<file path="src/rtl/matrix_column_scanner.sv">
// ============================================================================
// matrix_column_scanner
// ----------------------------------------------------------------------------
// Scan sequencer for a 5x7 LED-matrix column multiplexer.
//   - Holds the displayed 35-bit frame and presents it on frame_out.
//   - Steps the column select sel_out through 1..7, one column every
//     DWELL_CYCLES clocks, and drives registered active-low enables col_n.
//   - Accepts new frames through a valid/ready handshake into a one-entry
//     pending buffer. The buffer is copied to the display only at the 7->1
//     frame boundary, so a half-drawn frame is never shown.
//
// Optional build macro:
//   MATRIX_BLANK_EN  blank col_n during the last BLANK_CYCLES counts of each
//                    column dwell to suppress ghosting between columns.
//
// Parameters:
//   DWELL_CYCLES  clocks each column stays selected (>= 2)
//   BLANK_CYCLES  blanking clocks at the end of each dwell (< DWELL_CYCLES),
//                 used only with MATRIX_BLANK_EN
//
// Ports:
//   clk          in   system clock, rising edge
//   reset        in   asynchronous, active-high reset
//   scan_en      in   1 = scanning runs; 0 = scan frozen, display dark
//   load_data    in   new frame, [34:28] row4 ... [6:0] row0
//   load_valid   in   load_data valid this cycle
//   load_ready   out  pending buffer empty, a frame can be accepted
//   frame_out    out  displayed frame, to the mux data input
//   sel_out      out  column select 1..7, to the mux sel input
//   col_n        out  active-low column enables, bit k = column k+1
//   frame_start  out  one-cycle pulse after the 7->1 column wrap
// ============================================================================
module matrix_column_scanner #(
    parameter int unsigned DWELL_CYCLES = 50000,
    parameter int unsigned BLANK_CYCLES = 4
) (
    input  logic        clk,
    input  logic        reset,
    input  logic        scan_en,
    input  logic [34:0] load_data,
    input  logic        load_valid,
    output logic        load_ready,
    output logic [34:0] frame_out,
    output logic [2:0]  sel_out,
    output logic [6:0]  col_n,
    output logic        frame_start
);

    localparam int unsigned CW = (DWELL_CYCLES > 1) ? $clog2(DWELL_CYCLES) : 1;
    localparam logic [CW-1:0] LAST_COUNT = CW'(DWELL_CYCLES - 1);

    // Reject configurations where the dwell/blank arithmetic breaks down.
    if (DWELL_CYCLES < 2 || BLANK_CYCLES >= DWELL_CYCLES) begin : g_bad_params
        $error("matrix_column_scanner: need DWELL_CYCLES >= 2 and BLANK_CYCLES < DWELL_CYCLES");
    end

    logic [CW-1:0] cnt_q;
    logic [CW-1:0] cnt_d;
    logic [2:0]    sel_d;
    logic [6:0]    col_n_d;
    logic          col_step;
    logic          frame_wrap;
    logic          blank_d;
    logic          pend_full;
    logic [34:0]   pend_data;
    logic          capture;
    logic          swap;

    // ------------------------------------------------------------------------
    // Next-state logic
    // ------------------------------------------------------------------------
    // NOTE: every signal gets a default at the top of the block, so no path
    // leaves one unassigned and no latch is inferred.
    always_comb begin
        // NOTE: blocking '=' in combinational logic, '<=' only in clocked blocks.
        cnt_d      = cnt_q;
        sel_d      = sel_out;
        col_step   = scan_en && (cnt_q == LAST_COUNT);
        frame_wrap = col_step && (sel_out == 3'd7);

        if (scan_en) begin
            cnt_d = col_step ? '0 : cnt_q + 1'b1;
        end
        if (col_step) begin
            sel_d = frame_wrap ? 3'd1 : sel_out + 3'd1;
        end
    end

    // col_n is registered from the *next* column/count, so it changes on the
    // same edge as sel_out and lights up one clock after scan_en rises.
`ifdef MATRIX_BLANK_EN
    localparam logic [CW-1:0] BLANK_START = CW'(DWELL_CYCLES - BLANK_CYCLES);
    assign blank_d = (cnt_d >= BLANK_START);
`else
    assign blank_d = 1'b0;
`endif

    assign col_n_d = (scan_en && !blank_d) ? ~(7'd1 << (sel_d - 3'd1)) : 7'h7F;

    // Handshake: capture needs an empty buffer and swap needs a full one, so
    // they never coincide. A capture on the wrap edge lands after the swap
    // decision and is shown at the following boundary.
    assign load_ready = !pend_full;
    assign capture    = load_valid && !pend_full;
    assign swap       = frame_wrap && pend_full;

    // ------------------------------------------------------------------------
    // State registers
    // ------------------------------------------------------------------------
    always_ff @(posedge clk or posedge reset) begin
        if (reset) begin
            cnt_q       <= '0;
            sel_out     <= 3'd1;
            col_n       <= 7'h7F;
            frame_start <= 1'b0;
            frame_out   <= '0;
            pend_full   <= 1'b0;
        end else begin
            cnt_q       <= cnt_d;
            sel_out     <= sel_d;
            col_n       <= col_n_d;
            frame_start <= frame_wrap;
            if (swap) begin
                frame_out <= pend_data;
            end
            if (capture) begin
                pend_full <= 1'b1;
            end else if (swap) begin
                pend_full <= 1'b0;
            end
        end
    end

    // NOTE: the pending data register carries no reset; pend_full qualifies
    // it, so its contents are never observed before a capture writes it.
    always_ff @(posedge clk) begin
        if (capture) begin
            pend_data <= load_data;
        end
    end

endmodule
</file>
<file path="config.mk">
export PLATFORM = sky130hd
export DESIGN_NAME = matrix_column_scanner
export DESIGN_NICKNAME = d
export VERILOG_FILES = /design/src/rtl/matrix_column_scanner.sv
export SDC_FILE = /design/constraint.sdc
export NUM_CORES = 1
export LEC_CHECK = 0
export ABC_AREA = 1
export BUFFER_PORTS_ARGS = -buffer_cell sky130_fd_sc_hd__buf_2
export CELL_PAD_IN_SITES_DETAIL_PLACEMENT = 1
export CELL_PAD_IN_SITES_GLOBAL_PLACEMENT = 1
export CORE_MARGIN = 8
export CORE_UTILIZATION = 44
export DETAILED_ROUTE_END_ITERATION = 10
export GPL_ROUTABILITY_DRIVEN = 0
export GPL_TIMING_DRIVEN = 0
export PLACE_DENSITY_LB_ADDON = 0.05
export SYNTH_ARGS = -nofsm -noshare
export SYNTH_HDL_FRONTEND = slang
export SYNTH_SLANG_ARGS = --single-unit
</file>
<file path="constraint.sdc">
create_clock -name clk -period 6.04 [get_ports clk]
set_clock_uncertainty 0.05 [all_clocks]
set_input_delay 0.604 -clock clk [delete_from_list [all_inputs] [get_ports clk]]
set_output_delay 0.604 -clock clk [all_outputs]
set_load 0.01 [all_outputs]
</file>
==> flow_summary.json <==
{
  "synth_top_family_by_area": "simple AND/OR/NAND/NOR gates",
  "layout_common_cells": "nand2_1, buf_2, dfrtp_1, edfxtp_1, inv_1",
  "synth-adder-area-share": 0.009637,
  "synth-edff-count": 35,
  "finalPower_w": 0.001320,
  "yosysSeqAreaShare": 0.6772,
  "layout-drive-gt1-share": 0.2918,
  "slew_viol_final": 0,
  "crit_fanout": 10,
  "post_cts_resized": 0,
  "first_pass_iters": 4,
  "yosys.area_share.simple": 0.2332,
  "cts_tree": "yes",
  "rows": 34,
  "area_growth_pct": 21.14,
  "core_um2": 8636,
  "status": "finished clean",
  "nNetsFinal": 511,
  "cts_setup_buffers": 0,
  "r2r-end": "frame_out[10]",
  "worst_slew_pin_slew_ns": 0.5855,
  "grt_pass1_vias": 3015,
  "synthDistinctLibCells": 28,
  "dieArea_um2": 12120,
  "postSynthCellCount": 372,
  "ys_seq_elements": 98,
  "root_buffer": "clkbuf_8",
  "cp.required_ns": 6.23,
  "worst_hold_slack_ns": 0.2648,
  "muxShareOfSynthArea": 0,
  "dieWidth_um": 110.1,
  "port-buffer-count": 84,
  "reg2reg_from": "cnt_q[0]",
  "p_per_area_nw_per_um2": 279.7,
  "synthFlopType": "dfrtp_1",
  "crit_type": "flop to flop",
  "gr-max-usage-layer": "met2",
  "synthArstFlopShare": 0.6429,
  "vias_per_cell": 4.861,
  "min_period_ns": 1.996,
  "design_area_um2": 4718,
  "tns_ns": 0,
  "maxCapViolations": 0,
  "syn_nets": 414,
  "hp-class": "primary input to async pin",
  "endpoint_kind": "flop",
  "grt_max_degree": 38,
  "use_met1": 0.1958,
  "wl_mm": 8.891,
  "wire_per_inst_um": 15.30,
  "clk_pin_slew_ns": 0.09,
  "post-route-period-util": 0.3305,
  "ir_drop_mv": 0.1394,
  "final_common_cell": "nand2_1",
  "ctsHoldBuffers": 0,
  "timing.final.ws_setup_ns": 4.044,
  "use_met2": 0.2534,
  "worstSkewPairLatency_ns": 0.34,
  "initialDrtViolationCount": 95,
  "start_util": 0.4510,
  "pre_cts_ws_ns": 3.899,
  "start_kind": "flop",
  "syn-cell-area_um2": 3895,
  "grt_pass1_wl_mm": 14.70,
  "ios": 86,
  "ys_warn_count": 0,
  "rrSetupSlack_ns": 4.04,
  "clock-sinks": 98,
  "dpl-instance-area_um2": 4506,
  "cts_buffers": 9,
  "maxSlewHeadroom": 0.6091,
  "critPathArrivalTime_ns": 2.19,
  "hpwl_mm": 6.747,
  "die_y_um": 110.1,
  "synth_compound_area_frac": 0.02152,
  "max_freq_mhz": 501.0,
  "grtUsageMet3": 0.04360,
  "ff2ff_path_depth": 9,
  "track_usage": 0.1568,
  "antenna_left": 0,
  "clk_path_buf_depth": 2,
  "antenna_cells": 0,
  "power_leakage_nw": 2.400,
  "setup_violations": 0,
  "grt-ovfl-total": 0,
  "num_vias": 2824,
  "hold_viol_final": 0,
  "antenna_found_initial": 1,
  "drc": 0,
  "synth_xor_area_frac": 0.01124,
  "rsz0062_at_grt": "false",
  "cts-htree-levels": 3,
  "avgSynthCellArea_um2": 10.47
}
==> synthesized netlist by cell type, types with 2 or more instances <==
cell / number / area, um^2
nor2_2: 2 / 12.51
inv_2: 2 / 7.510
inv_1: 29 / 108.9
nand2_2: 11 / 68.82
buf_6: 3 / 33.78
buf_2: 6 / 30.03
nor3_1: 7 / 35.03
nand3_1: 16 / 80.08
a21oi_1: 3 / 15.01
nor3_4: 2 / 32.53
xor2_1: 4 / 35.03
ha_1: 3 / 37.54
o21ai_0: 8 / 40.04
nand4_1: 4 / 25.02
nand2_1: 137 / 514.2
dfstp_2: 8 / 210.2
nor2_1: 28 / 105.1
edfxtp_1: 35 / 1051
dfrtp_1: 55 / 1376
==> kinds of logic (layout without fill, tap and decap cells) <==
group	Yosys count	count (layout)
flip-flops	98	98
XOR/XNOR	5	5
adder cells (fa/ha/maj)	3	3
AND/OR/NAND/NOR	210	210
buffers and inverters	41	142
AO/OA/AOI/OAI	15	15
==> how the worst max path moves through the flow <==
stage	start	end	slack, ns	depth (start not counted)
2_1_floorplan	load_valid	pend_data[0]	3.44	2
4_1_cts	cnt_q[0]	frame_out[10]	4.01	9
5_1_grt	cnt_q[0]	frame_out[7]	3.87	9
6_report	cnt_q[0]	frame_out[10]	4.04	9
3_5_place_dp	scan_en	col_n[5]	3.90	8
3_3_place_gp	load_valid	pend_data[15]	2.50	3
==> sequential cells by signal (all words and copies together) (netlist names) <==
name,flops
cnt_q,16
col_n,7
frame_out,35
frame_start,1
pend_data,35
pend_full,1
sel_out,3
==> critical path: stages, from the launching register on <==
cell,delay [ns]
dfrtp_1,0.41
ha_1,0.23
nand3_4,0.13
nor3_4,0.26
nand2_4,0.15
nor2_2,0.14
nand2_2,0.14
buf_2,0.23
nand2_1,0.08
nand2_1,0.06
==> through the flow <==
step / std cells / util
6_report: 581 / 0.5464
5_1_grt: 581 / 0.5464
4_1_cts: 581 / 0.5464
3_5_place_dp: 566 / 0.5217
3_3_place_gp: 564 / 0.5154
2_1_floorplan: 372 / -
==> power breakdown <==
group	internal (W)	switching (W)	total [W]
clock network	0.000233	0.000223	0.000456
logic	0.0000443	0.0000702	0.000114
registers	0.000715	0.0000347	0.000750
==> layer usage <==
layer | vias up | part of all wire
li1 | 1369 | -
met2 | 64 | 0.49
met5 | - | 0.0013
met1 | 1378 | 0.44
met3 | 11 | 0.061
met4 | 2 | 0.011
==> final cells by class <==
| class | count | area [um^2] |
|---|---|---|
| Buffer | 9 | 63.81 |
| Tap cell | 108 | 135.1 |
| Clock inverter | 6 | 88.84 |
| Clock buffer | 9 | 123.9 |
| Fill cell | 987 | 3918 |
| Sequential cell | 98 | 2638 |
| Timing Repair Buffer | 86 | 467.9 |
| Inverter | 32 | 120.1 |
| Multi-Input combinational cell | 233 | 1081 |
(Power assumes the default switching activity.)
